<file path="src/rtl/pipe_stage_reg.sv">
// Generic valid/ready pipeline stage register with stall, flush and stall counter.
// Define PIPE_SKID_EN for a two-entry skid buffer with registered in_ready.
module pipe_stage_reg #(
  parameter int DATA_W = 32,
  parameter int CTRL_W = 16,
  parameter int CNT_W  = 16
) (
  input  logic              clk,
  input  logic              rst,
  input  logic              stall,
  input  logic              flush,
  input  logic              in_valid,
  output logic              in_ready,
  input  logic [DATA_W-1:0] in_data,
  input  logic [CTRL_W-1:0] in_ctrl,
  output logic              out_valid,
  input  logic              out_ready,
  output logic [DATA_W-1:0] out_data,
  output logic [CTRL_W-1:0] out_ctrl,
  input  logic              cnt_clr,
  output logic [CNT_W-1:0]  stall_cnt
);

  logic              vld_q, vld_d;
  logic [DATA_W-1:0] dat_q, dat_d;
  logic [CTRL_W-1:0] ctl_q, ctl_d;
  logic [CNT_W-1:0]  cnt_q, cnt_d;
  logic              in_fire;
  logic              out_fire;

  assign in_fire  = in_valid & in_ready & ~flush;
  assign out_fire = vld_q & out_ready & ~stall & ~flush;

`ifdef PIPE_SKID_EN
  logic              rdy_q;
  logic              skv_q, skv_d;
  logic [DATA_W-1:0] skd_q, skd_d;
  logic [CTRL_W-1:0] skc_q, skc_d;

  assign in_ready = rdy_q & ~skv_q & ~stall;

  always_comb begin
    vld_d = vld_q;
    dat_d = dat_q;
    ctl_d = ctl_q;
    skv_d = skv_q;
    skd_d = skd_q;
    skc_d = skc_q;
    unique case (1'b1)
      flush: begin
        vld_d = 1'b0;
        dat_d = '0;
        ctl_d = '0;
        skv_d = 1'b0;
        skd_d = '0;
        skc_d = '0;
      end
      stall & ~flush: ;
      default: begin
        if (out_fire) begin
          if (skv_q) begin
            dat_d = skd_q;
            ctl_d = skc_q;
            skv_d = 1'b0;
            skd_d = '0;
            skc_d = '0;
          end else if (in_fire) begin
            dat_d = in_data;
            ctl_d = in_ctrl;
          end else begin
            vld_d = 1'b0;
            dat_d = '0;
            ctl_d = '0;
          end
        end else if (in_fire) begin
          // output occupied and not draining: park the beat in the skid
          if (vld_q) begin
            skv_d = 1'b1;
            skd_d = in_data;
            skc_d = in_ctrl;
          end else begin
            vld_d = 1'b1;
            dat_d = in_data;
            ctl_d = in_ctrl;
          end
        end
      end
    endcase
  end

  always_ff @(posedge clk or negedge rst) begin
    if (!rst) begin
      rdy_q <= 1'b0;
      skv_q <= 1'b0;
      skd_q <= '0;
      skc_q <= '0;
    end else begin
      rdy_q <= 1'b1;
      skv_q <= skv_d;
      skd_q <= skd_d;
      skc_q <= skc_d;
    end
  end
`else
  assign in_ready = rst & ~stall & ~flush & (~vld_q | out_ready);

  always_comb begin
    vld_d = vld_q;
    dat_d = dat_q;
    ctl_d = ctl_q;
    unique case (1'b1)
      flush: begin
        vld_d = 1'b0;
        dat_d = '0;
        ctl_d = '0;
      end
      stall & ~flush: ;
      default: begin
        if (in_fire) begin
          vld_d = 1'b1;
          dat_d = in_data;
          ctl_d = in_ctrl;
        end else if (out_fire) begin
          vld_d = 1'b0;
          dat_d = '0;
          ctl_d = '0;
        end
      end
    endcase
  end
`endif

  always_comb begin
    cnt_d = cnt_q;
    if (cnt_clr)
      cnt_d = '0;
    else if (vld_q & (~out_ready | stall) & ~flush & ~(&cnt_q))
      cnt_d = cnt_q + 1'b1;
  end

  always_ff @(posedge clk or negedge rst) begin
    if (!rst) begin
      vld_q <= 1'b0;
      dat_q <= '0;
      ctl_q <= '0;
      cnt_q <= '0;
    end else begin
      vld_q <= vld_d;
      dat_q <= dat_d;
      ctl_q <= ctl_d;
      cnt_q <= cnt_d;
    end
  end

  assign out_valid = vld_q;
  assign out_data  = dat_q;
  assign out_ctrl  = ctl_q;
  assign stall_cnt = cnt_q;

endmodule

</file>
<file path="config.mk">
export PLATFORM = sky130hd
export DESIGN_NAME = pipe_stage_reg
export DESIGN_NICKNAME = d
export VERILOG_FILES = /design/src/rtl/pipe_stage_reg.sv
export SDC_FILE = /design/constraint.sdc
export NUM_CORES = 1
export LEC_CHECK = 0
export ABC_AREA = 1
export BUFFER_PORTS_ARGS = -buffer_cell sky130_fd_sc_hd__buf_2
export CELL_PAD_IN_SITES_DETAIL_PLACEMENT = 1
export CELL_PAD_IN_SITES_GLOBAL_PLACEMENT = 1
export CORE_MARGIN = 1
export CORE_UTILIZATION = 31
export DETAILED_ROUTE_END_ITERATION = 16
export GPL_ROUTABILITY_DRIVEN = 1
export GPL_TIMING_DRIVEN = 0
export HOLD_SLACK_MARGIN = 0.03
export PLACE_DENSITY = 0.76
export SETUP_SLACK_MARGIN = 0.5
export SLEW_MARGIN = 15
export SYNTH_ARGS = -nofsm -noshare
export SYNTH_HDL_FRONTEND = slang
export SYNTH_SLANG_ARGS = --single-unit
</file>
<file path="constraint.sdc">
create_clock -name clk -period 1.45 [get_ports clk]
set_input_delay 0.145 -clock clk [delete_from_list [all_inputs] [get_ports clk]]
set_output_delay 0.145 -clock clk [all_outputs]
set_load 0.02 [all_outputs]
</file>
Word level (Yosys, flattened, before mapping)
Cells that the tools add are included.
- bits in registers: 65
- bits of input ports: 55
- output and inout port bits: 66
- word-level logic and storage cells: 40
- add/subtract/negate cells: 1
- mux-type cells: 11
- bitwise gates (word level): 20
- reduce and logical (&&, ||, !) cells: 4
- operator list (cell ; number):
    16-bit two-way mux ; 4
    32-bit two-way mux ; 2
    32-bit one-hot mux with 2 select lines ; 1
    16-bit one-hot mux with 2 select lines ; 1
    16-bit by 1-bit adder with 16-bit output (second input constant) ; 1
    16-bit AND reduction ; 1
    1-bit AND ; 12
    1-bit inverter ; 6
    3-bit nonzero test ; 1
    1-bit two-way mux ; 2
    1-bit bitwise OR ; 2
    1-bit one-hot mux with 2 select lines ; 1
    2-bit AND reduction ; 1
    2-bit nonzero test ; 1

Depth between registers and ports, before layout
Gate-level depths: netlist of the first run.
- depth in word-level cells: 8
- depth in mapped cells: 10
- depth with buffers taken out: 9

Least setup slack after synthesis of the first run
OpenSTA, ideal clock, no wires.
- kind: reg-to-reg
- start: reg cnt_q[0], in the netlist stall_cnt[0]
- end: reg cnt_q[10], in the netlist stall_cnt[10]
- library setup time: 0.066 ns
- arrival: 1.578 ns
- required time: 1.384 ns
- path slack: -0.194 ns
- stages on the path, launching flop included: 10
- path buffers: 1
- period minus slack after synthesis: 1.644 ns
- cell sequence: dfrtp_1 > ha_1 > nand2_2 > nor2_4 > nand2_4 > nor2_4 > nor2_2 > buf_2 > nand4_1 > nand2_1
- word-level cells in the longest chain between the ends: 4
- elaborated cells on any way between the ends: 7
- classes of those cells: 1 x add/sub; 2 x mux; 2 x bitwise; 2 x reduce/logical
- RTL lines (what ; RTL line ; text):
    from (decl) ; 27 ; logic [CNT_W-1:0] cnt_q, cnt_d;
    from (signal assigned) ; 151 ; cnt_q <= cnt_d;
    parallel branches: the longest is 4 deep, another holds 16-bit by 1-bit adder with 16-bit output ; - ;
Parallel ways; which one is timed is not known. The select of a mux whose other input is x is not followed.
A chain may end at the register's enable or synchronous reset.

Final worst setup path of the first run
- start: reg cnt_q[9], in the netlist stall_cnt[9]
- end: reg cnt_q[9], in the netlist stall_cnt[9]
Same word-level chain as after synthesis.

==> results.cfg, run 1 <==
[global_routing]
grt_max_degree = 43
antenna_found_initial = 1
overflow = 0
grt_first_pass_wirelength_um = 23070
grt.total_usage_pct = 30.29
grt_pass1_vias = 4369

[yosys]
synth_top_area_share_pct = 52.76
synth_edf_count = 0
synthTopCellsByArea = dfrtp_1 (53%), nand3_1 (18%), nand2_1 (13%)
syn_inst = 377
synth_warnings = 0
ys_types = 24
syn_area_mm2 = 0.003083
synth-seq-cells = 65
syn_area_per_cell_um2 = 8.178
synth_top_cell_by_area = dfrtp_1
synth-seq-area-share_pct = 52.76
synthFlopType = dfrtp_1
synth_nets = 433
ys_async_sr_fraction_pct = 100.0

[min_path]
hp-class = in -> async

[run_status]
status = finished, violations left
violations = negative hold slack, negative setup slack

[timing]
hold_viol = 23
relSlewSlack_pct = 60.99
worst_pin_slew_ns = 0.5851
period_share_pct = 119.6
fmax_ghz = 0.5766
period_minus_slack_ns = 1.734
slew_violations = 0
final-setup-viol-count = 65
setup_slack_ns = -0.2842
hold_slack_ns = -0.3012
timing.clock.skew_ns = 0.01402
grt_setup_unrepaired = yes

[route]
vias = 4202
totalWireLength_um = 18100
drtIter0Drc = 170
drc = 0
final_antenna_net_count = 0
drtPass1Iterations = 4
wl_per_cell_um = 22.91
routed_via_density = 5.319

[finish]
utilization_pct = 67.09
nets = 707
final_cell_area_mm2 = 0.006497
area_delta_synth_final_pct = 110.8
final_layout_size_suffix_gt1_share_pct = 58.69
multi_input_area_mm2 = 0.001798
fillerInstances = 1052
regArea_mm2 = 0.001647

[cts]
insertion_delay_ns = 0.36
root_buffer = clkbuf_8
cts_tree = yes
clk_pin_slew_ns = 0.09
htreeDepth = 3
cts_num_sinks = 65
clock_path_buffers = 2
hold_buffers = 33
cts_buffers = 9

[placement]
routabilityCongestion = 0.7661
hpwl_um = 7182
port_buffers = 120
pre_cts_slack_ns = -0.3567
postPlaceCellArea_mm2 = 0.004197

[worst_setup_path]
critPathLaunchType = flip-flop
crit_fanout = 5
worstPathArrival_ns = 2.02
crit_path_end_kind = flip-flop
worst_ep_required_time_ns = 1.74
critPathKind = reg -> reg

[die]
core_area_mm2 = 0.009684
dieWidth_um = 101.7
rows = 36
fp.dieArea_mm2 = 0.01035
die_h_um = 101.7
start_util_pct = 31.83
ios = 121

[power_and_ir_drop]
vdd_drop_max_uv = 502.2
power.static_leakage_nw = 3.272
power_density_mw_per_mm2 = 720.5
power_mw = 4.682

[job]
max_cap_violations = 0
==> metrics by stage <==
step / setup TNS, ns / cells
after floorplan: -0.7522 / 377
after global placement: -71.34 / 630
after detailed placement: -13.53 / 631
after CTS: -3.515 / 755
after global routing: -10.34 / 790
final: -8.349 / 790
==> per-layer routing <==
layer	GRT usage (%)	routed length [µm]	up-vias
met5	0	0	-
met4	15.61	1019	0
met3	6.142	979	75
met2	53.53	9591	203
met1	34.52	6511	2108
li1	-	-	1816
==> worst max-delay path: stages (launching register included) <==
cell and delay (ns):
dfrtp_2 0.41, nand2_1 0.11, nor2_2 0.21, nand2_2 0.13, nor2_4 0.15, nor2_4 0.08
nor2_4 0.23, buf_4 0.17, nand2_1 0.05, nand2_1 0.11
==> cell families after synthesis <==
logic type               synth area share (%)
buffers and inverters                   5.519
AO/OA/AOI/OAI                           1.826
XOR/XNOR                               0.8524
flip-flops                              52.76
AND/OR/NAND/NOR                         38.64
adder cells (fa/ha/maj)                0.4058
==> state kept, by name, summed over array words and instances (netlist names) <==
| register | flops |
|---|---|
| out_ctrl | 16 |
| out_data | 32 |
| out_valid | 1 |
| stall_cnt | 16 |
==> final timing paths <==
kind | cells after the start | slack, ns | end | startpoint
worst max-delay path | 9 | -0.28 | stall_cnt[9]$_DFFE_PN0P_ | stall_cnt[9]$_DFFE_PN0P_
worst min-delay path | 1 | -0.30 | out_data[3]$_DFFE_PN0P_ | rst
worst max register to register | 9 | -0.28 | stall_cnt[9]$_DFFE_PN0P_ | stall_cnt[9]$_DFFE_PN0P_
worst min register to register | 2 | 0.56 | out_data[28]$_DFFE_PN0P_ | out_data[28]$_DFFE_PN0P_
max in group asynchronous | 2 | 1.20 | out_ctrl[5]$_DFFE_PN0P_ | rst
min in group clk | 3 | 0.04 | out_ctrl[0]$_DFFE_PN0P_ | in_ctrl[0]
==> area by class of cell <==
class	instances	area share (%)
multi-input cells	271	27.67
clock inverters	6	1.386
diodes	1	0.03851
clock buffers	10	2.118
plain buffers	23	3.928
well taps	133	2.561
repair buffers	263	35.91
flip-flops and latches	65	25.34
inverters	18	1.040
==> cells in the final DEF, fill, tap and decap left out, types with 33 or more instances in the layout <==
cell	netlist	final
dlygate4sd3_1	0	33
buf_2	7	54
nand3_2	0	40
buf_4	0	87
nand2_2	1	37
nand3_1	113	64
buf_6	1	90
nand2_1	108	69
dfrtp_1	65	49
==> what timing repair did <==
item	CTS	global route
setup endpoints to repair	131	131
setup buffers	69	34
pin swaps	11	12
cloned	6	0
resized for setup	191	62
endpoints found under the hold margin	56	23
==> Yosys cell counts (3+ instances only) <==
| library cell | instances |
|---|---|
| inv_1 | 16 |
| nand3_1 | 113 |
| nand2_1 | 108 |
| o21ai_0 | 5 |
| nand4_1 | 14 |
| nor2_1 | 15 |
| buf_2 | 7 |
| nor2_4 | 4 |
| dfrtp_1 | 65 |
| clkbuf_1 | 14 |
| xor2_1 | 3 |
==> report_power, final <==
| group | switching [mW] | total [mW] | internal (mW) |
|---|---|---|---|
| clock network | 0.896 | 1.92 | 1.02 |
| registers | 0.0468 | 1.91 | 1.86 |
| logic | 0.446 | 0.857 | 0.411 |
| total | 1.39 | 4.68 | 3.29 |
Note: power is estimated with default switching activity, not from simulation.
==> run 2: changes to the inputs <==
--- a/config.mk
+++ b/config.mk
@@ -15,7 +15,7 @@
 export GPL_ROUTABILITY_DRIVEN = 1
 export GPL_TIMING_DRIVEN = 0
 export HOLD_SLACK_MARGIN = 0.03
-export PLACE_DENSITY = 0.76
+export PLACE_DENSITY_LB_ADDON = 0.1
 export SETUP_SLACK_MARGIN = 0.5
 export SLEW_MARGIN = 15
 export SYNTH_ARGS = -nofsm -noshare
==> run 2 against run 1 <==
The run still ends with negative hold slack, negative setup slack left. Clock-buffer cell count is 2 higher. Clock skew is 0.010 ns higher. Non-clock buffer count is 11 higher. First-iteration DRC count is 25% lower. Register-to-register slack better by 0.11 ns. Routed wire length is 9.6% lower. Fmax is 6.6% higher. Cell area is 2.2% higher. Cell count is 1.3% higher. Clock power is 9% higher. Sequential share of layout area is 0.56 points lower.
==> results.cfg, run 2 (same netlist as run 1, synthesis figures left out) <==
[finish]
nets = 718
diodes = 0
mostFrequentLayoutCells = buf_6 (98), buf_4 (91), nand2_1 (79)
largest_register_ffs = 32
final_layout_size_suffix_gt1_share_pct = 59.22
utilization_pct = 68.57
final_cell_area_mm2 = 0.006640
area_delta_synth_final_pct = 115.4
final_common_cell = buf_6
fillerInstances = 1047

[min_path]
hp-class = in -> async

[route]
vias = 4045
totalWireLength_um = 16370
drc = 0
final_antenna_net_count = 0
drtIter0Drc = 128
routed_via_density = 5.056
drtPass1Iterations = 4
wl_per_cell_um = 20.46

[global_routing]
grt.total_usage_pct = 26.74
overflow = 0
grt_max_degree = 36
grt_pass1_vias = 3971
antenna_found_initial = 0
grt_first_pass_wirelength_um = 20600

[timing]
grt_setup_unrepaired = yes
period_minus_slack_ns = 1.627
relSlewSlack_pct = 60.67
final-setup-viol-count = 65
hold_slack_ns = -0.3900
worst_pin_slew_ns = 0.5900
fmax_ghz = 0.6146
period_share_pct = 112.2
setup_slack_ns = -0.1770
slew_violations = 0
timing.clock.skew_ns = 0.02420
hold_viol = 65

[placement]
pre_cts_slack_ns = -0.6968
routabilityCongestion = 0.7668
port_buffers = 120
hpwl_um = 7039
postPlaceCellArea_mm2 = 0.004189

[worst_setup_path]
worst_ep_required_time_ns = 1.70
critPathLaunchType = flip-flop
crit_path_end_kind = flip-flop
crit_fanout = 8
max_stage_delay_ns = 0.44
worstPathArrival_ns = 1.87
crit_path_top_delay_cell = dfrtp_2
path_cells = a211oi_4 > buf_6 > buf_8 > nand2_8 > buf_12 > clkbuf_16 > nand3_2 > nand2_1
critPathKind = reg -> reg

[die]
dieWidth_um = 101.7
start_util_pct = 31.83
fp.dieArea_mm2 = 0.01035
core_area_mm2 = 0.009684
ios = 121
die_h_um = 101.7
rows = 36

[job]
max_cap_violations = 0

[power_and_ir_drop]
vdd_drop_max_uv = 474.1
power.static_leakage_nw = 3.410
power_density_mw_per_mm2 = 729.6

[cts]
htreeDepth = 3
clk_pin_slew_ns = 0.10
root_buffer = clkbuf_8
cts_buffers = 9
insertion_delay_ns = 0.37
hold_buffers = 28
cts_tree = yes
cts_num_sinks = 65
clock_path_buffers = 2

[run_status]
status = finished, violations left
violations = negative hold slack, negative setup slack
==> run 2: cell count changes in the layout (fill, tap and decap cells not counted), sizes merged <==
cell	before	now
buf	240	255
bufinv	2	3
clkbuf	23	26
clkinv	3	2
clkinvlp	1	0
diode	1	0
dlygate4sd3	33	28
inv	18	17
==> run 2: final cells by class <==
cell class	instances	area, µm²	area share [%]
plain buffers	23	276.5	4.164
clock buffers	12	155.1	2.337
clock inverters	4	98.84	1.489
inverters	18	67.56	1.018
multi-input cells	271	1762	26.53
flip-flops and latches	65	1645	24.78
well taps	133	166.4	2.506
repair buffers	274	2469	37.18
==> run 2: path summary, 6_finish.rpt <==
| kind | end | slack (ns) | cells after the start | start |
|---|---|---|---|---|
| max | out_data[21]$_DFFE_PN0P_ | -0.18 | 8 | out_valid$_DFFE_PN0P_ |
| min | out_ctrl[9]$_DFFE_PN0P_ | -0.39 | 1 | rst |
| max reg2reg | out_data[21]$_DFFE_PN0P_ | -0.18 | 8 | out_valid$_DFFE_PN0P_ |
| min reg2reg | out_ctrl[4]$_DFFE_PN0P_ | 0.54 | 2 | out_ctrl[4]$_DFFE_PN0P_ |
| max in group asynchronous | out_data[31]$_DFFE_PN0P_ | 1.40 | 2 | rst |
| min in group clk | out_data[4]$_DFFE_PN0P_ | 0.02 | 3 | in_data[4] |
==> run 2: critical path, delay by kind of cell (launching register included) <==
kind | cells | cell delay [ns]
AOI/OAI and AO/OA | 1 | 0.25
buffers and inverters | 4 | 0.62
DFF | 1 | 0.44
and+or+nand+nor | 3 | 0.20
==> run 2: timing repair <==
| item | 4_1_cts | 5_1_grt |
|---|---|---|
| pin swaps | 13 | 14 |
| endpoints found under the setup margin | 131 | 131 |
| gates cloned | 5 | 2 |
| hold endpoints to repair | 93 | 65 |
| setup buffers | 77 | 41 |
| gates resized for setup | 195 | 65 |
==> run 2: metrics by stage <==
step                power (mW)  TNS, ns  instances
detailed placement       2.390   -31.52        631
CTS                      4.672   -1.900        757
global route             4.963   -9.874        800
global placement         2.374   -81.59        630
floorplan                2.154  -0.7522        377
finish                   4.845   -6.363        800
==> run 2: power by group <==
part | leakage, nW | internal [mW] | switching [mW]
Clock | 0.127 | 1.24 | 0.844
Sequential | 0.872 | 1.86 | 0.0425
Combinational | 2.41 | 0.430 | 0.427
Total | 3.41 | 3.53 | 1.31
==> run 2: layer usage <==
| metal | share of wire [%] | track usage [%] | wire [µm] | up-vias |
|---|---|---|---|---|
| li1 | - | - | - | 1830 |
| met1 | 40 | 32.13 | 6478 | 2036 |
| met2 | 52 | 46.99 | 8566 | 140 |
| met3 | 4.9 | 5.314 | 804 | 39 |
| met4 | 3.2 | 10.26 | 522 | 0 |
| met5 | 0 | 0 | 0 | - |
